<file path="src/rtl/m_fetch_pkg.sv">
// Shared types and constants for the IF-stage fetch unit.
// Latency: n/a (types and constants only).
// Backpressure: n/a.
package m_fetch_pkg;

    // REQ issues the memory strobe, WAIT awaits the response, HOLD presents it to IF/ID.
    typedef enum logic [1:0] {
        REQ  = 2'd0,
        WAIT = 2'd1,
        HOLD = 2'd2
    } fetch_state_t;

    // All-zero word shown to IF/ID whenever no fetched instruction is available.
    localparam logic [31:0] BUBBLE_INSTR     = 32'h0000_0000;
    localparam logic [31:0] DEFAULT_RESET_PC = 32'h0000_0000;

endpackage

</file>
<file path="src/rtl/m_pc_reg.sv">
// Program counter register with sequential advance, redirect mux and +4 adder.
// Latency: new PC visible one cycle after advance_i/redirect_i; pcplus4_o is combinational.
// Backpressure: holds its value whenever neither advance_i nor redirect_i is set.
module m_pc_reg
    import m_fetch_pkg::*;
#(
    parameter int              XLEN     = 32,
    parameter logic [XLEN-1:0] RESET_PC = XLEN'(DEFAULT_RESET_PC)
) (
    input  logic            clk,
    input  logic            rst_n,
    input  logic            advance_i,
    input  logic            redirect_i,
    input  logic [XLEN-1:0] target_i,
    output logic [XLEN-1:0] pc_o,
    output logic [XLEN-1:0] pcplus4_o
);

    logic [XLEN-1:0] pc_q;
    logic [XLEN-1:0] pc_d;

    // Wraps modulo 2^XLEN; no carry out is kept.
    assign pcplus4_o = pc_q + XLEN'(4);
    assign pc_o      = pc_q;

    // Redirect beats sequential advance; redirect targets are forced word-aligned.
    always_comb begin
        pc_d = pc_q;
        if (redirect_i) begin
            pc_d = target_i & ~XLEN'(3);
        end else if (advance_i) begin
            pc_d = pcplus4_o;
        end
    end

    // PC state register.
    always_ff @(posedge clk or negedge rst_n) begin
        if (!rst_n) begin
            pc_q <= RESET_PC;
        end else begin
            pc_q <= pc_d;
        end
    end

endmodule

</file>
<file path="src/rtl/m_fetch_unit.sv">
// IF-stage producer: fetches one instruction at a time over imem req/rvalid and feeds IF/ID.
// Latency: req -> response -> HOLD; 3 cycles per instruction with 1-cycle memory.
// Backpressure: stallF freezes HOLD; pcsrcD redirects and kills stale responses. FETCH_MISALIGN_CHK_EN adds a sticky misalign flag.
module m_fetch_unit
    import m_fetch_pkg::*;
#(
    parameter int              XLEN     = 32,
    parameter logic [XLEN-1:0] RESET_PC = XLEN'(DEFAULT_RESET_PC)
) (
    input  logic            clk,
    input  logic            rst_n,
    input  logic            stallF,
    input  logic            pcsrcD,
    input  logic [XLEN-1:0] pcbranchD,
    output logic            imem_req,
    output logic [XLEN-1:0] imem_addr,
    input  logic            imem_rvalid,
    input  logic [XLEN-1:0] imem_rdata,
    output logic [XLEN-1:0] instr,
    output logic [XLEN-1:0] pcplus4,
    output logic            fetch_valid,
    output logic            misalign
);

    fetch_state_t    state_q, state_d;
    logic            kill_q, kill_d;
    logic [XLEN-1:0] instr_buf_q, instr_buf_d;
    logic            pc_advance;
    logic [XLEN-1:0] pc;
    logic [XLEN-1:0] pc_plus4;

    m_pc_reg #(
        .XLEN     (XLEN),
        .RESET_PC (RESET_PC)
    ) u_pc_reg (
        .clk        (clk),
        .rst_n      (rst_n),
        .advance_i  (pc_advance),
        .redirect_i (pcsrcD),
        .target_i   (pcbranchD),
        .pc_o       (pc),
        .pcplus4_o  (pc_plus4)
    );

    // Next-state logic; a redirect always wins over stallF and over a live response.
    always_comb begin
        state_d     = state_q;
        kill_d      = kill_q;
        instr_buf_d = instr_buf_q;
        pc_advance  = 1'b0;
        case (state_q)
            REQ: begin
                // The strobe already went out at the old PC; a redirect now marks its data stale.
                state_d = WAIT;
                kill_d  = pcsrcD;
            end
            WAIT: begin
                if (imem_rvalid) begin
                    if (kill_q || pcsrcD) begin
                        kill_d  = 1'b0;
                        state_d = REQ;
                    end else begin
                        instr_buf_d = imem_rdata;
                        state_d     = HOLD;
                    end
                end else if (pcsrcD) begin
                    kill_d = 1'b1;
                end
            end
            HOLD: begin
                if (pcsrcD) begin
                    state_d = REQ;
                end else if (!stallF) begin
                    pc_advance = 1'b1;
                    state_d    = REQ;
                end
            end
            default: begin
                state_d = REQ;
            end
        endcase
    end

    // Control and buffer registers.
    always_ff @(posedge clk or negedge rst_n) begin
        if (!rst_n) begin
            state_q     <= REQ;
            kill_q      <= 1'b0;
            instr_buf_q <= '0;
        end else begin
            state_q     <= state_d;
            kill_q      <= kill_d;
            instr_buf_q <= instr_buf_d;
        end
    end

    // The reset state is REQ, so the strobe is gated to keep it quiet while rst_n is low.
    assign imem_req    = rst_n && (state_q == REQ);
    assign imem_addr   = imem_req ? pc : '0;
    assign fetch_valid = (state_q == HOLD);
    assign instr       = fetch_valid ? instr_buf_q : XLEN'(BUBBLE_INSTR);
    assign pcplus4     = fetch_valid ? pc_plus4 : '0;

`ifdef FETCH_MISALIGN_CHK_EN
    logic misalign_q;

    // Sticky until reset: any redirect whose low address bits are non-zero.
    always_ff @(posedge clk or negedge rst_n) begin
        if (!rst_n) begin
            misalign_q <= 1'b0;
        end else if (pcsrcD && (pcbranchD[1:0] != 2'b00)) begin
            misalign_q <= 1'b1;
        end
    end

    assign misalign = misalign_q;
`else
    assign misalign = 1'b0;
`endif

endmodule

</file>
<file path="config.mk">
export PLATFORM = sky130hd
export DESIGN_NAME = m_fetch_unit
export DESIGN_NICKNAME = d
export VERILOG_FILES = /design/src/rtl/m_fetch_pkg.sv /design/src/rtl/m_pc_reg.sv /design/src/rtl/m_fetch_unit.sv
export SDC_FILE = /design/constraint.sdc
export NUM_CORES = 1
export LEC_CHECK = 0
export BUFFER_PORTS_ARGS = -buffer_cell sky130_fd_sc_hd__buf_2
export CORE_ASPECT_RATIO = 1.2
export CORE_MARGIN = 10
export CORE_UTILIZATION = 40
export DETAILED_ROUTE_END_ITERATION = 8
export GPL_TIMING_DRIVEN = 0
export PLACE_DENSITY = 0.71
export SLEW_MARGIN = 20
export SYNTH_ARGS = -nofsm -noshare
export SYNTH_HDL_FRONTEND = slang
export SYNTH_SLANG_ARGS = --single-unit
</file>
<file path="constraint.sdc">
create_clock -name clk -period 4.65 [get_ports clk]
set_input_delay 0.93 -clock clk [delete_from_list [all_inputs] [get_ports clk]]
set_output_delay 0.93 -clock clk [all_outputs]
set_load 0.1 [all_outputs]
</file>
==> results_dict.tcl <==
set metrics [dict create \
    status "finished, final reports clean" \
    die_area_um2 15200 \
    arrival_ns 3.01 \
    grt_overflow_total 0 \
    grt_pass1_vias 4476 \
    ctsLongestPathBuffers 2 \
    worstHoldEndpoint "instr_buf_q[9]" \
    seq_area_frac_synth 0.382 \
    clk_pin_slew_ns 0.06 \
    area_growth_pct 30.2 \
    finClkSkew_ns 0.00741 \
    antenna_left 0 \
    hold_buffers 0 \
    n_antenna_cell 0 \
    path_cells "buf_4 -> nor3b_1 -> clkbuf_1 -> and2_1 -> buf_2" \
    first_pass_iters 5 \
    fin_util 0.530 \
    insertion_delay_ns 0.33 \
    antenna_found_initial 1 \
    core_um2 10500 \
    place_ws_ns 0.751 \
    slowest_stage "nor3b_1" \
    start_util 0.407 \
    tightestPinTransition_ns 0.765 \
    track_usage 0.186 \
    die_height_um 133 \
    path_max_fanout 32 \
    die_x_um 114 \
    reg2reg_setup_slack_ns 2.42 \
    dr_total_vias 4316 \
    cap_violations 0 \
    drtIter0Drc 270 \
    wirelength_um 14400 \
    hold_path_depth 1 \
    slew_violations 0 \
    ctsResizeCount 0 \
    port_buffers 159 \
    cp-start-kind "input port" \
    leakage_uw 0.00256 \
    cts_root_buffer "clkbuf_16" \
    ir_drop_mv 0.332 \
    clock.fmax_mhz 254 \
    max_stage_delay_ns 0.69 \
    final-setup-viol-count 0 \
    avgSynthCellArea_um2 8.89 \
    slew_headroom 0.488 \
    route.detailed.wl_per_inst_um 18.3 \
    grt_max_degree 36 \
    place_hpwl_um 11100 \
    synthCells 479 \
    worstRegToRegCells 5 \
    netlist_area_um2 4260 \
    crit_required_ns 3.72 \
    p_per_area_nw_per_um2 379 \
    reg2reg_to "u_pc_reg.pc_o[20]" \
    ys_seq_elements 65 \
    cts_made_buffers 9 \
    rows 41 \
    ys_types 42 \
    vias_per_cell 5.48 \
    fin_crit_sh 0.847 \
    rsz0062_at_grt "false" \
    io-pin-count 168 \
    setup_ws_ns 0.710 \
    hold_viol_final 0 \
    tritoncts "built" \
    worstHoldStart "instr_buf_q[9]" \
    critPathKind "input port to output pin" \
    r2r-start "u_pc_reg.pc_o[2]" \
    cts_setup_buffers 0 \
    ys_warn_count 0 \
    hold_class "register to register" \
    route.detailed.drc 0 \
    htreeDepth 3 \
    drive_gt1_frac 0.352 \
    cts_sinks 65 \
    place_congestion 0.860 \
    finalCriticalPeriod_ns 3.94 \
    nets 724 \
    grt_pass1_wl_um 23000 \
    endpoint_kind "output pin" \
]
==> worst max path at each step <==
stage                                start       endpoint  slack, ns  depth (start not counted)
after global placement               rst_n  imem_addr[30]      -0.12                          5
after global routing                 rst_n  imem_addr[22]       0.61                          5
final                                rst_n   imem_addr[3]       0.71                          5
after floorplan           u_pc_reg.pc_o[9]    pcplus4[25]      -0.64                          5
after CTS                            rst_n  imem_addr[30]       0.73                          5
after detailed placement             rst_n  imem_addr[30]       0.75                          5
==> placed cells by master (no fill, tap or decap), drive strengths merged, types with 5 or more instances in the layout <==
| cell | netlist | routed |
|---|---|---|
| buf | 20 | 180 |
| and2 | 65 | 65 |
| dfrtp | 65 | 65 |
| clkbuf | 30 | 39 |
| nand2 | 32 | 32 |
| mux2 | 32 | 32 |
| nor2 | 31 | 31 |
| o21ai | 25 | 25 |
| or4 | 19 | 19 |
| nand4 | 18 | 18 |
| nand3 | 16 | 16 |
| xnor2 | 16 | 16 |
| a21oi | 13 | 13 |
| o31ai | 13 | 13 |
| a31oi | 13 | 13 |
| or3 | 12 | 12 |
| xor2 | 7 | 7 |
| clkinv | 0 | 7 |
| and4 | 6 | 6 |
| nor3 | 6 | 6 |
| o311ai | 5 | 5 |
| nor4 | 5 | 5 |
| conb | 1 | 5 |
==> metal layers <==
layer / GRT usage / routed length, um / part of all wire
met5: 0 / 18 / 0.0012
met4: 0.0690 / 383 / 0.027
met3: 0.0773 / 1620 / 0.11
met2: 0.314 / 7170 / 0.50
met1: 0.202 / 5250 / 0.36
==> worst max-delay path, delay by kind of cell <==
family / cells / cell delay [ns]
buf+inv: 3 / 1.16
simple gates: 2 / 0.89
==> cell families (layout without fill, tap and decap cells) <==
logic type               after synthesis  in the layout  share of synthesized area
adder cells (fa/ha/maj)                1              1                    0.00294
XOR/XNOR                              23             23                     0.0473
AO/OA/AOI/OAI                         80             80                      0.119
other                                  1              5                   0.000881
flip-flops                            65             65                      0.382
buffers and inverters                 53            229                     0.0588
AND/OR/NAND/NOR                      222            222                      0.300
multiplexers                          34             34                     0.0893
==> power breakdown <==
group          internal (uW)  switching [uW]  total [uW]  leakage [uW]
Sequential               713            85.6         798      0.000769
Clock                    365             271         636      0.000140
Combinational            209             457         666       0.00165
==> cell type report <==
cell class	count	area (um2)
repair buffers	160	818
inverters	3	11.3
well taps	129	161
fillers	1062	4920
clock buffers	9	225
flip-flops and latches	65	1630
multi-input cells	365	2400
clock inverters	7	57.6
plain buffers	50	239
==> registers in the layout (all words and copies together) (netlist names) <==
register,flops
instr_buf_q,32
kill_q,1
state_q,2
u_pc_reg.pc_o,30
==> stage by stage <==
stage          hold slack [ns]  instance area [um2]  TNS (ns)  instances  total power, uW
3_3_place_gp             0.479                 5240     -2.17        771             1450
2_1_floorplan            0.471                 4280     -1.93        483             1310
6_report                 0.496                 5540         0        788             2100
4_1_cts                  0.499                 5540         0        788             2120
3_5_place_dp             0.486                 5260         0        772             1480
5_1_grt                  0.508                 5540         0        788             2200
==> cells in the mapped netlist (all sizes together) <==
cell,number,area share
buf,20,0.030
mux2,32,0.085
o21ai,25,0.029
xnor2,16,0.033
or2b,1,0.0018
inv,3,0.0026
mux2i,2,0.0047
o31ai,13,0.023
or4,19,0.034
nor3b,2,0.0047
xor2,7,0.014
nand2b,4,0.0059
nand4,18,0.031
o311a,1,0.0024
and4,6,0.012
or3b,1,0.0021
conb,1,0.00088
or3,12,0.018
o311ai,5,0.010
dfrtp,65,0.38
nor3,6,0.0071
o211ai,3,0.0053
o41ai,4,0.0082
nor2,31,0.027
o31a,1,0.0021
a21oi,13,0.015
nand2,32,0.028
and2,65,0.096
a221o,1,0.0024
nor4,5,0.0073
nand3,16,0.019
clkbuf,30,0.026
o21a,1,0.0018
and3,4,0.0059
ha,1,0.0029
a31oi,13,0.019
Power figures use the tool's default switching activity.
